$ cat config.mk
export PLATFORM = sky130hd
export DESIGN_NAME = dmem_lsu_initiator_flat
export DESIGN_NICKNAME = d
export VERILOG_FILES = /design/src/rtl/dmem_lsu_if.sv /design/src/rtl/dmem_lsu_initiator.sv /design/src/flat_wrapper.sv
export SDC_FILE = /design/constraint.sdc
export NUM_CORES = 1
export LEC_CHECK = 0
export CORE_MARGIN = 1
export CORE_UTILIZATION = 49
export DETAILED_ROUTE_END_ITERATION = 8
export GPL_TIMING_DRIVEN = 0
export PLACE_DENSITY = 0.79
export SYNTH_ARGS = -nofsm -noshare
export SYNTH_HDL_FRONTEND = slang
export SYNTH_SLANG_ARGS = --single-unit
export TNS_END_PERCENT = 5
$ cat constraint.sdc
create_clock -name clk -period 11.4 [get_ports clk]
set_clock_uncertainty 0.15 [all_clocks]
set_input_delay 3.42 -clock clk [delete_from_list [all_inputs] [get_ports clk]]
set_output_delay 3.42 -clock clk [all_outputs]
set_load 0.05 [all_outputs]
$ cat src/rtl/dmem_lsu_if.sv
// dmem_lsu_if: bundle of the MEM-stage request channel, completion channel,
// memory data port and watchdog error for the load/store initiator.
//   master : the initiator (drives req_ready, rsp_*, dmem_* requests, err)
//   slave  : the environment (pipeline + memory responder)
interface dmem_lsu_if;
  logic        req_valid;
  logic        req_ready;
  logic        req_store;
  logic [2:0]  req_funct3;
  logic [31:0] req_addr;
  logic [31:0] req_wdata;
  logic [4:0]  req_rd;

  logic        rsp_valid;
  logic [31:0] rsp_rdata;
  logic [4:0]  rsp_rd;
  logic        rsp_store;
  logic        rsp_fault;
  logic [31:0] rsp_addr;
  logic [3:0]  rsp_rmask;
  logic [3:0]  rsp_wmask;
  logic [31:0] rsp_wdata;

  logic [31:0] dmem_addr;
  logic [3:0]  dmem_rmask;
  logic [3:0]  dmem_wmask;
  logic [31:0] dmem_wdata;
  logic [31:0] dmem_rdata;
  logic        dmem_resp;

  logic        err;

  modport master (
    input  req_valid, req_store, req_funct3, req_addr, req_wdata, req_rd,
    input  dmem_rdata, dmem_resp,
    output req_ready,
    output rsp_valid, rsp_rdata, rsp_rd, rsp_store, rsp_fault,
    output rsp_addr, rsp_rmask, rsp_wmask, rsp_wdata,
    output dmem_addr, dmem_rmask, dmem_wmask, dmem_wdata,
    output err
  );

  modport slave (
    output req_valid, req_store, req_funct3, req_addr, req_wdata, req_rd,
    output dmem_rdata, dmem_resp,
    input  req_ready,
    input  rsp_valid, rsp_rdata, rsp_rd, rsp_store, rsp_fault,
    input  rsp_addr, rsp_rmask, rsp_wmask, rsp_wdata,
    input  dmem_addr, dmem_rmask, dmem_wmask, dmem_wdata,
    input  err
  );
endinterface

$ cat src/rtl/dmem_lsu_initiator.sv
// dmem_lsu_initiator: CPU-side initiator of the pipelined 32-bit masked data
// port. Accepts one load/store per cycle, drives word-aligned address, byte
// masks and lane-aligned store data combinationally in the accept cycle,
// waits for dmem_resp, then returns an aligned, extended load result.
// Ports:
//   clk  - clock
//   rst  - asynchronous active-high reset
//   bus  - dmem_lsu_if.master (request, response, memory port, err)
// Parameter:
//   WATCHDOG - WAIT cycles without dmem_resp before sticky err is raised
module dmem_lsu_initiator #(
  parameter int WATCHDOG = 1024
) (
  input  logic       clk,
  input  logic       rst,
  dmem_lsu_if.master bus
);

  typedef enum logic [1:0] {
    ST_IDLE  = 2'b00,
    ST_WAIT  = 2'b01,
    ST_FAULT = 2'b10
  } state_t;

  state_t      r_state;
  state_t      w_next_state;

  logic [1:0]  w_off;
  logic        w_fault;
  logic [3:0]  w_mask;
  logic [31:0] w_wdata_al;
  logic        w_ready;
  logic        w_accept;
  logic        w_issue;
  logic        w_resp_done;
  logic [31:0] w_shift;
  logic [31:0] w_load;

  logic [31:0] r_addr;
  logic [2:0]  r_funct3;
  logic        r_store;
  logic [4:0]  r_rd;
  logic [3:0]  r_rmask;
  logic [3:0]  r_wmask;
  logic [31:0] r_wdata;
  logic [31:0] r_wd_cnt;

  assign w_off       = bus.req_addr[1:0];
  assign w_wdata_al  = bus.req_wdata << {w_off, 3'b000};
  assign w_resp_done = (r_state == ST_WAIT) && bus.dmem_resp;

  // Width decode: byte-lane mask and alignment/illegal-code fault detection
  always_comb begin
    w_fault = 1'b0;
    w_mask  = 4'b0000;
    case (bus.req_funct3)
      3'b000, 3'b100: w_mask = 4'b0001 << w_off;
      3'b001, 3'b101: begin
        w_mask  = 4'b0011 << w_off;
        w_fault = bus.req_addr[0];
      end
      3'b010: begin
        w_mask  = 4'b1111;
        w_fault = (w_off != 2'b00);
      end
      default: w_fault = 1'b1;
    endcase
  end

  // FSM state register
  always_ff @(posedge clk or posedge rst) begin
    if (rst) begin
      r_state <= ST_IDLE;
    end else begin
      r_state <= w_next_state;
    end
  end

  // FSM next-state logic; a faulting accept always detours through FAULT
  always_comb begin
    w_next_state = r_state;
    case (r_state)
      ST_IDLE: begin
        if (w_accept) begin
          w_next_state = w_fault ? ST_FAULT : ST_WAIT;
        end else begin
          w_next_state = ST_IDLE;
        end
      end
      ST_WAIT: begin
        if (bus.dmem_resp) begin
          if (w_accept) begin
            w_next_state = w_fault ? ST_FAULT : ST_WAIT;
          end else begin
            w_next_state = ST_IDLE;
          end
        end else begin
          w_next_state = ST_WAIT;
        end
      end
      ST_FAULT: w_next_state = ST_IDLE;
      default:  w_next_state = ST_IDLE;
    endcase
  end

  // FSM outputs: ready and the memory request, combinational from req_* so
  // the responder can sample a new op in the same cycle it completes one
  always_comb begin
    w_ready = 1'b0;
    case (r_state)
      ST_IDLE:  w_ready = !rst;
      ST_WAIT:  w_ready = !rst && bus.dmem_resp;
      ST_FAULT: w_ready = 1'b0;
      default:  w_ready = 1'b0;
    endcase
    w_accept = bus.req_valid && w_ready;
    w_issue  = w_accept && !w_fault;

    bus.req_ready  = w_ready;
    bus.dmem_addr  = 32'h0000_0000;
    bus.dmem_rmask = 4'b0000;
    bus.dmem_wmask = 4'b0000;
    bus.dmem_wdata = 32'h0000_0000;
    if (w_issue) begin
      bus.dmem_addr  = {bus.req_addr[31:2], 2'b00};
      bus.dmem_wdata = w_wdata_al;
      if (bus.req_store) begin
        bus.dmem_wmask = w_mask;
      end else begin
        bus.dmem_rmask = w_mask;
      end
    end else begin
      bus.dmem_addr  = 32'h0000_0000;
      bus.dmem_wdata = 32'h0000_0000;
    end
  end

  // Capture the accepted request for response formatting and retirement
  always_ff @(posedge clk or posedge rst) begin
    if (rst) begin
      r_addr   <= 32'h0000_0000;
      r_funct3 <= 3'b000;
      r_store  <= 1'b0;
      r_rd     <= 5'd0;
      r_rmask  <= 4'b0000;
      r_wmask  <= 4'b0000;
      r_wdata  <= 32'h0000_0000;
    end else if (w_accept) begin
      r_addr   <= bus.req_addr;
      r_funct3 <= bus.req_funct3;
      r_store  <= bus.req_store;
      r_rd     <= bus.req_rd;
      r_rmask  <= (w_issue && !bus.req_store) ? w_mask : 4'b0000;
      r_wmask  <= (w_issue &&  bus.req_store) ? w_mask : 4'b0000;
      r_wdata  <= w_wdata_al;
    end
  end

  // Load extraction: move the addressed byte/half to bit 0, then extend
  always_comb begin
    w_shift = bus.dmem_rdata >> {r_addr[1:0], 3'b000};
    w_load  = 32'h0000_0000;
    case (r_funct3)
      3'b000:  w_load = {{24{w_shift[7]}}, w_shift[7:0]};
      3'b100:  w_load = {24'h00_0000, w_shift[7:0]};
      3'b001:  w_load = {{16{w_shift[15]}}, w_shift[15:0]};
      3'b101:  w_load = {16'h0000, w_shift[15:0]};
      3'b010:  w_load = bus.dmem_rdata;
      default: w_load = 32'h0000_0000;
    endcase
  end

  // Registered completion: memory-op result or one-cycle fault report
  always_ff @(posedge clk or posedge rst) begin
    if (rst) begin
      bus.rsp_valid <= 1'b0;
      bus.rsp_rdata <= 32'h0000_0000;
      bus.rsp_rd    <= 5'd0;
      bus.rsp_store <= 1'b0;
      bus.rsp_fault <= 1'b0;
      bus.rsp_addr  <= 32'h0000_0000;
      bus.rsp_rmask <= 4'b0000;
      bus.rsp_wmask <= 4'b0000;
      bus.rsp_wdata <= 32'h0000_0000;
    end else if (w_resp_done || (r_state == ST_FAULT)) begin
      bus.rsp_valid <= 1'b1;
      bus.rsp_rdata <= (w_resp_done && !r_store) ? w_load : 32'h0000_0000;
      bus.rsp_rd    <= r_rd;
      bus.rsp_store <= r_store;
      bus.rsp_fault <= (r_state == ST_FAULT);
      bus.rsp_addr  <= r_addr;
      bus.rsp_rmask <= r_rmask;
      bus.rsp_wmask <= r_wmask;
      bus.rsp_wdata <= r_wdata;
    end else begin
      bus.rsp_valid <= 1'b0;
    end
  end

  // Watchdog: restart on every issue, count stalled WAIT cycles, sticky err
  always_ff @(posedge clk or posedge rst) begin
    if (rst) begin
      r_wd_cnt <= 32'd0;
      bus.err  <= 1'b0;
    end else if (w_issue) begin
      r_wd_cnt <= 32'd0;
    end else if ((r_state == ST_WAIT) && !bus.dmem_resp) begin
      if (r_wd_cnt != 32'(WATCHDOG)) begin
        r_wd_cnt <= r_wd_cnt + 32'd1;
      end
      if ((r_wd_cnt + 32'd1) >= 32'(WATCHDOG)) begin
        bus.err <= 1'b1;
      end
    end
  end

endmodule

$ cat src/flat_wrapper.sv
// flat-port wrapper written by rule: the top's interface ports become plain ports
module dmem_lsu_initiator_flat 
#(
  parameter int WATCHDOG = 1024
)
  (clk, rst, bus_req_valid, bus_req_store, bus_req_funct3, bus_req_addr, bus_req_wdata, bus_req_rd, bus_dmem_rdata, bus_dmem_resp, bus_req_ready, bus_rsp_valid, bus_rsp_rdata, bus_rsp_rd, bus_rsp_store, bus_rsp_fault, bus_rsp_addr, bus_rsp_rmask, bus_rsp_wmask, bus_rsp_wdata, bus_dmem_addr, bus_dmem_rmask, bus_dmem_wmask, bus_dmem_wdata, bus_err);
  dmem_lsu_if bus_i ();
  input  logic clk;
  input  logic rst;
  input wire logic [$bits(bus_i.req_valid)-1:0] bus_req_valid;
  input wire logic [$bits(bus_i.req_store)-1:0] bus_req_store;
  input wire logic [$bits(bus_i.req_funct3)-1:0] bus_req_funct3;
  input wire logic [$bits(bus_i.req_addr)-1:0] bus_req_addr;
  input wire logic [$bits(bus_i.req_wdata)-1:0] bus_req_wdata;
  input wire logic [$bits(bus_i.req_rd)-1:0] bus_req_rd;
  input wire logic [$bits(bus_i.dmem_rdata)-1:0] bus_dmem_rdata;
  input wire logic [$bits(bus_i.dmem_resp)-1:0] bus_dmem_resp;
  output wire logic [$bits(bus_i.req_ready)-1:0] bus_req_ready;
  output wire logic [$bits(bus_i.rsp_valid)-1:0] bus_rsp_valid;
  output wire logic [$bits(bus_i.rsp_rdata)-1:0] bus_rsp_rdata;
  output wire logic [$bits(bus_i.rsp_rd)-1:0] bus_rsp_rd;
  output wire logic [$bits(bus_i.rsp_store)-1:0] bus_rsp_store;
  output wire logic [$bits(bus_i.rsp_fault)-1:0] bus_rsp_fault;
  output wire logic [$bits(bus_i.rsp_addr)-1:0] bus_rsp_addr;
  output wire logic [$bits(bus_i.rsp_rmask)-1:0] bus_rsp_rmask;
  output wire logic [$bits(bus_i.rsp_wmask)-1:0] bus_rsp_wmask;
  output wire logic [$bits(bus_i.rsp_wdata)-1:0] bus_rsp_wdata;
  output wire logic [$bits(bus_i.dmem_addr)-1:0] bus_dmem_addr;
  output wire logic [$bits(bus_i.dmem_rmask)-1:0] bus_dmem_rmask;
  output wire logic [$bits(bus_i.dmem_wmask)-1:0] bus_dmem_wmask;
  output wire logic [$bits(bus_i.dmem_wdata)-1:0] bus_dmem_wdata;
  output wire logic [$bits(bus_i.err)-1:0] bus_err;
  assign bus_i.req_valid = bus_req_valid;
  assign bus_i.req_store = bus_req_store;
  assign bus_i.req_funct3 = bus_req_funct3;
  assign bus_i.req_addr = bus_req_addr;
  assign bus_i.req_wdata = bus_req_wdata;
  assign bus_i.req_rd = bus_req_rd;
  assign bus_i.dmem_rdata = bus_dmem_rdata;
  assign bus_i.dmem_resp = bus_dmem_resp;
  assign bus_req_ready = bus_i.req_ready;
  assign bus_rsp_valid = bus_i.rsp_valid;
  assign bus_rsp_rdata = bus_i.rsp_rdata;
  assign bus_rsp_rd = bus_i.rsp_rd;
  assign bus_rsp_store = bus_i.rsp_store;
  assign bus_rsp_fault = bus_i.rsp_fault;
  assign bus_rsp_addr = bus_i.rsp_addr;
  assign bus_rsp_rmask = bus_i.rsp_rmask;
  assign bus_rsp_wmask = bus_i.rsp_wmask;
  assign bus_rsp_wdata = bus_i.rsp_wdata;
  assign bus_dmem_addr = bus_i.dmem_addr;
  assign bus_dmem_rmask = bus_i.dmem_rmask;
  assign bus_dmem_wmask = bus_i.dmem_wmask;
  assign bus_dmem_wdata = bus_i.dmem_wdata;
  assign bus_err = bus_i.err;
  dmem_lsu_initiator #(.WATCHDOG(WATCHDOG)) u_core (.clk(clk), .rst(rst), .bus(bus_i));
endmodule
## Word level (Yosys, flattened, before mapping)

Index checks and enable logic that the tools add are counted.

| operators by class | value |
|---|---|
| add/sub/neg operators | 1 |
| order comparisons | 1 |
| equal/unequal tests | 11 |
| shifts and indexed selects | 4 |
| mux-type cells | 21 |
| bitwise gates (word level) | 1 |
| reduce and logical (&&, ||, !) cells | 24 |

Operators by type and width:

| kind | number |
|---|---|
| $mux W32 | 6 |
| $pmux W32 S5 | 1 |
| $add A32 B1 Y32 const B | 1 |
| $ge A32 B11 Y1 const B | 1 |
| $ne A32 B11 Y1 const B | 1 |
| $shl A32 B5 Y32 | 1 |
| $shr A32 B5 Y16 | 1 |
| $mux W4 | 6 |
| $eq A3 B3 Y1 const B | 4 |
| $pmux W4 S3 | 1 |
| $logic_and A1 B1 Y1 | 8 |
| $eq A3 B1 Y1 const B | 2 |
| $eq A3 B2 Y1 const B | 2 |
| $logic_not A3 Y1 | 2 |
| $mux W2 | 3 |
| $reduce_bool A2 Y1 | 3 |
| $logic_not A1 Y1 | 5 |
| $pmux W2 S2 | 1 |
| $reduce_or A2 Y1 | 2 |
| $shl A1 B2 Y4 const A | 1 |
| $shl A2 B2 Y4 const A | 1 |
| $pmux W1 S3 | 1 |
| $reduce_and A3 Y1 | 1 |
| $eq A2 B1 Y1 const B | 1 |
| other kinds (7) | 7 |

| word-level totals | value |
|---|---|
| bits in registers | 228 |
| input port bits | 109 |
| output and inout port bits | 186 |
| word-level logic and storage cells | 82 |

## Longest topological paths before layout

| depth | value |
|---|---|
| depth in word-level cells | 7 |
| mapped depth | 9 |
| depth with buffers taken out | 8 |

## Worst setup path before layout

No wires, ideal clock.

| timing path | value |
|---|---|
| kind | input -> output |
| from | input port rst |
| to | output port bus_dmem_rmask[1] |
| arrival | 6324 ps |
| required time | 7830 ps |
| setup slack | 1506 ps |
| stages | 4 |
| buffers on the path | 0 |
| cell sequence | nor3_1 and2_1 nand2_1 nor3b_1 |

| between the ends | value |
|---|---|
| cells in the longest elaborated chain, start to end | 6 |

Ends and longest elaborated chain:

| item | line | text |
|---|---|---|
| start: declaration | flat_wrapper.sv:9 | `input logic rst;` |
| $logic_not A1 Y1 (no source line) * | n/a |  |
| $logic_and A1 B1 Y1 | dmem_lsu_initiator.sv:112 | `ST_WAIT: w_ready = !rst && bus.dmem_resp;` |
| $pmux W1 S2 * | dmem_lsu_initiator.sv:110 | `case (r_state)` |
| $logic_and A1 B1 Y1 * | dmem_lsu_initiator.sv:116 | `w_accept = bus.req_valid && w_ready;` |
| $logic_and A1 B1 Y1 * | dmem_lsu_initiator.sv:117 | `w_issue = w_accept && !w_fault;` |
| $mux W4 * | dmem_lsu_initiator.sv:124 | `if (w_issue) begin` |
| end: declaration | flat_wrapper.sv:29 | `output wire logic [$bits(bus_i.dmem_rmask)-1:0] bus_dmem_rmask;` |

Mark *: on every way between the ends. The rest lies on a longest branch, timed or not.

## Final worst setup path

| timing path | value |
|---|---|
| from | input port bus_req_funct3[0] |
| to | output port bus_dmem_wmask[0] |

| between the ends | value |
|---|---|
| cells in the longest elaborated chain, start to end | 6 |
| elaborated cells between the ends (all ways) | 13 |
| those cells by class | eq/ne (4); mux (4); reduce/logical (5) |

Ends and longest elaborated chain:

| item | line | text |
|---|---|---|
| start: declaration | flat_wrapper.sv:12 | `input wire logic [$bits(bus_i.req_funct3)-1:0] bus_req_funct3;` |
| $eq A3 B1 Y1, or another cell as far along | dmem_lsu_initiator.sv:56 | `case (bus.req_funct3)` |
| $reduce_or A2 Y1 | dmem_lsu_initiator.sv:56 |  |
| $pmux W1 S3 | dmem_lsu_initiator.sv:56 |  |
| $logic_not A1 Y1 | dmem_lsu_initiator.sv:117 |  |
| $logic_and A1 B1 Y1 | dmem_lsu_initiator.sv:117 |  |
| $mux W4 * | dmem_lsu_initiator.sv:124 |  |
| end: declaration | flat_wrapper.sv:30 | `output wire logic [$bits(bus_i.dmem_wmask)-1:0] bus_dmem_wmask;` |

Marked as above.

==> impl_metrics.csv <==
group,metric,value,unit
die,core_area,21900,um^2
min_path,hold_depth,2,
min_path,hold-path-endpoint,"u_core.bus.rsp_wdata[25]",
die,placementRows,54,
timing,slew_viol_final,0,
detailed_routing,drtIter0Drc,675,
detailed_routing,detail_route.wl_per_cell,18.3,um
timing,setup_viol,0,
detailed_routing,via_count,10600,
setup_path,critical_path.endpoint_type,"primary output",
detailed_routing,antenna_left,0,
cts,cts_max_path_buffers,3,
detailed_routing,drt_wl_total,35.1,mm
yosys,synth-edff-count,0,
detailed_routing,via_per_inst,5.53,
timing,post-route-period-util,94.9,%
timing,fin_crit,10.81,ns
pwr,leakagePower,7.00,nW
yosys,ys_types,62,
yosys,synthArstFlopShare,100,%
status,status,"completed",
setup_path,r2r_cells,9,
grt,grt_max_degree,116,
setup_path,cp-start-kind,"primary input",
pwr,cellPowerDensity,184,nW/um^2
grt,grt_pass1_wl,55.4,mm
cts,post_cts_buffers,0,
timing,slew_headroom,34.3,%
yosys,postSynthCellCount,1301,
setup_path,r2r_slack,8.29,ns
run,max_cap_viol_count,0,
yosys,syn_area,11000,um^2
placed_design,gp_congestion,0.943,
grt,antenna_found_initial,2,
placed_design,dp.cells,1873,
cts,clk_latency,0.52,ns
setup_path,critPathMaxFanout,10,
cts,cts.clk_slew.worst_paths,0.06,ns
detailed_routing,dr.pass1.iters,5,
placed_design,portBuffers,290,
setup_path,r2r_end,"u_core.r_wd_cnt[30]",
layout,areaGrowthSynthToFinish,36.8,%
cts,cts_tree,"yes",
cts,htree_levels,1,
timing,finalHoldViolCount,0,
cts,cts_resized,0,
grt,grt-ovfl-total,0,
timing,totalNegativeSetupSlack,0,ns
die,initial_core_util,50.2,%
cts,holdBufCountCts,0,
die,die_width,152,um
placed_design,dp_hpwl,25.9,mm
placed_design,dpl-instance-area,14300,um^2
timing,fmax,92.5,MHz
pwr,vdd_drop_max,0.116,mV
yosys,seq_area_frac_synth,51.9,%
die,fp.dieArea,23000,um^2
die,fp.dieH,152,um
die,ioPinCount,295,
min_path,hold_start,"u_core.bus.rsp_wdata[25]",
cts,cts_buffers,24,
layout,final_cell_mix,"471 x nand2_1, 290 x clkdlybuf4s50_1, 228 x dfrtp_1",
setup_path,critical_path_arrival,7.24,ns
cts,root_buffer,"clkbuf_16",
pwr,power,2.77,mW
setup_path,r2r-start,"u_core.r_wd_cnt[11]",
layout,drive_gt1_share,4.22,%
min_path,hp-class,"flop to flop",
yosys,synthFlopType,"dfrtp_1",
grt,grt_usage,29.9,%
cts,cts_num_sinks,228,
detailed_routing,drc,0,
layout,final_cells,1918,
setup_path,critPathKind,"primary input to primary output",
yosys,synth_seq_cells,228,
timing,rsz0062_at_grt,"no",
yosys,yosysWarnings,0,
timing,tightest_slew,0.977,ns
layout,final_common_cell,"nand2_1",
layout,finalNetCount,1730,
setup_path,required,7.83,ns
layout,fin_area,15000,um^2
yosys,syn_area_per_cell,8.45,um^2
grt,grt_pass1_vias,10400,
==> synthesized netlist by cell type, types with 2 or more instances <==
master,n,area (um^2)
nor2b_1,15,93.8
buf_2,3,15.0
xor2_1,6,52.6
nand2b_1,4,25.0
and2_0,3,18.8
nor3b_1,3,22.5
inv_1,9,33.8
a31o_2,2,17.5
mux2i_1,25,250
nand2_1,471,1770
a21o_1,8,60.1
clkbuf_2,2,10.0
ha_1,2,25.0
nor3_1,19,95.1
nand4_1,12,75.1
nor2_1,70,263
mux2_2,9,101
buf_4,2,15.0
or3_1,4,25.0
a31oi_1,5,31.3
a221oi_1,8,70.1
o22ai_1,2,12.5
and3_1,38,238
nand3_1,22,110
xnor2_1,6,52.6
o21a_1,2,15.0
o31a_1,2,17.5
nor4_4,2,42.5
buf_1,11,41.3
o31ai_1,24,180
o21ai_0,99,495
clkbuf_1,73,274
dfrtp_1,228,5710
a211oi_1,20,150
a21oi_1,43,215
nor4_1,8,50.1
nand3_2,3,30.0
and2_1,12,75.1
==> stage by stage <==
stage	setup slack [ns]	hold slack, ns	utilization [%]
finish	0.586	0.313	68.7
global route	0.468	0.330	68.7
CTS	0.645	0.318	68.7
detailed placement	0.677	0.304	65.3
global placement	-1.24	0.299	65.1
floorplan	1.51	0.289	-
==> critical path: stages <==
cell and delay [ns]:
clkdlybuf4s50_1 0.53, o31a_1 0.32, o22ai_1 0.76, and3_1 0.36, clkbuf_1 0.37, nand2_1 0.20
nor2_1 0.37, clkdlybuf4s50_1 0.92
==> per-layer routing <==
layer  vias up  routed length [um]  track usage (%)
met1      5083               14500             40.3
met3        65                2570             5.05
li1       4994                   -                -
met4         0                 913             9.43
met5         -                   0                0
met2       473               17100             49.6
==> layout make-up <==
class                           instances  area [um^2]
Multi-Input combinational cell        972         4900
Inverter                               11         48.8
Buffer                                 91          355
Tap cell                              280          350
Clock inverter                          7         43.8
Antenna cell                            2         5.00
Sequential cell                       228         5710
Timing Repair Buffer                  291         2930
Clock buffer                           36          707
Fill cell                            1824         6850
==> state kept, by name, indices dropped and copies added (netlist names), 2 cells and up <==
register              flops
u_core.r_addr            32
u_core.r_wmask            4
u_core.bus.rsp_rdata     32
u_core.r_rd               5
u_core.bus.rsp_rd         5
u_core.r_state            2
u_core.bus.rsp_wdata     32
u_core.bus.rsp_rmask      4
u_core.bus.rsp_addr      32
u_core.bus.rsp_wmask      4
u_core.r_wd_cnt          32
u_core.r_wdata           32
u_core.r_rmask            4
u_core.r_funct3           3
==> worst max path at each step <==
stage | startpoint | end | slack (ns)
final | bus_req_funct3[0] | bus_dmem_wmask[0] | 0.59
after global routing | bus_req_funct3[0] | bus_dmem_wmask[0] | 0.47
after CTS | bus_req_funct3[0] | bus_dmem_wmask[0] | 0.65
after detailed placement | bus_req_funct3[0] | bus_dmem_wmask[0] | 0.68
after global placement | rst | u_core.r_addr[14] | -1.24
after floorplan | rst | bus_dmem_rmask[1] | 1.51
==> cells by family (layout without fill, tap and decap cells) <==
kind of cell	count (synthesis)	in the layout	synth area share [%]
DFF	228	228	51.9
buffers and inverters	102	436	3.61
adders and majority gates	2	2	0.228
AOI/OAI and AO/OA	224	224	12.2
and+or+nand+nor	697	697	27.8
other	1	4	0.0341
muxes	35	35	3.30
xor gates and xnor gates	12	12	0.956
==> where the power goes <==
| part | internal (mW) | switching, mW |
|---|---|---|
| Combinational | 0.310 | 0.665 |
| Sequential | 0.956 | 0.0860 |
| Clock | 0.429 | 0.323 |
No activity file was read; power rests on OpenSTA's default activity.
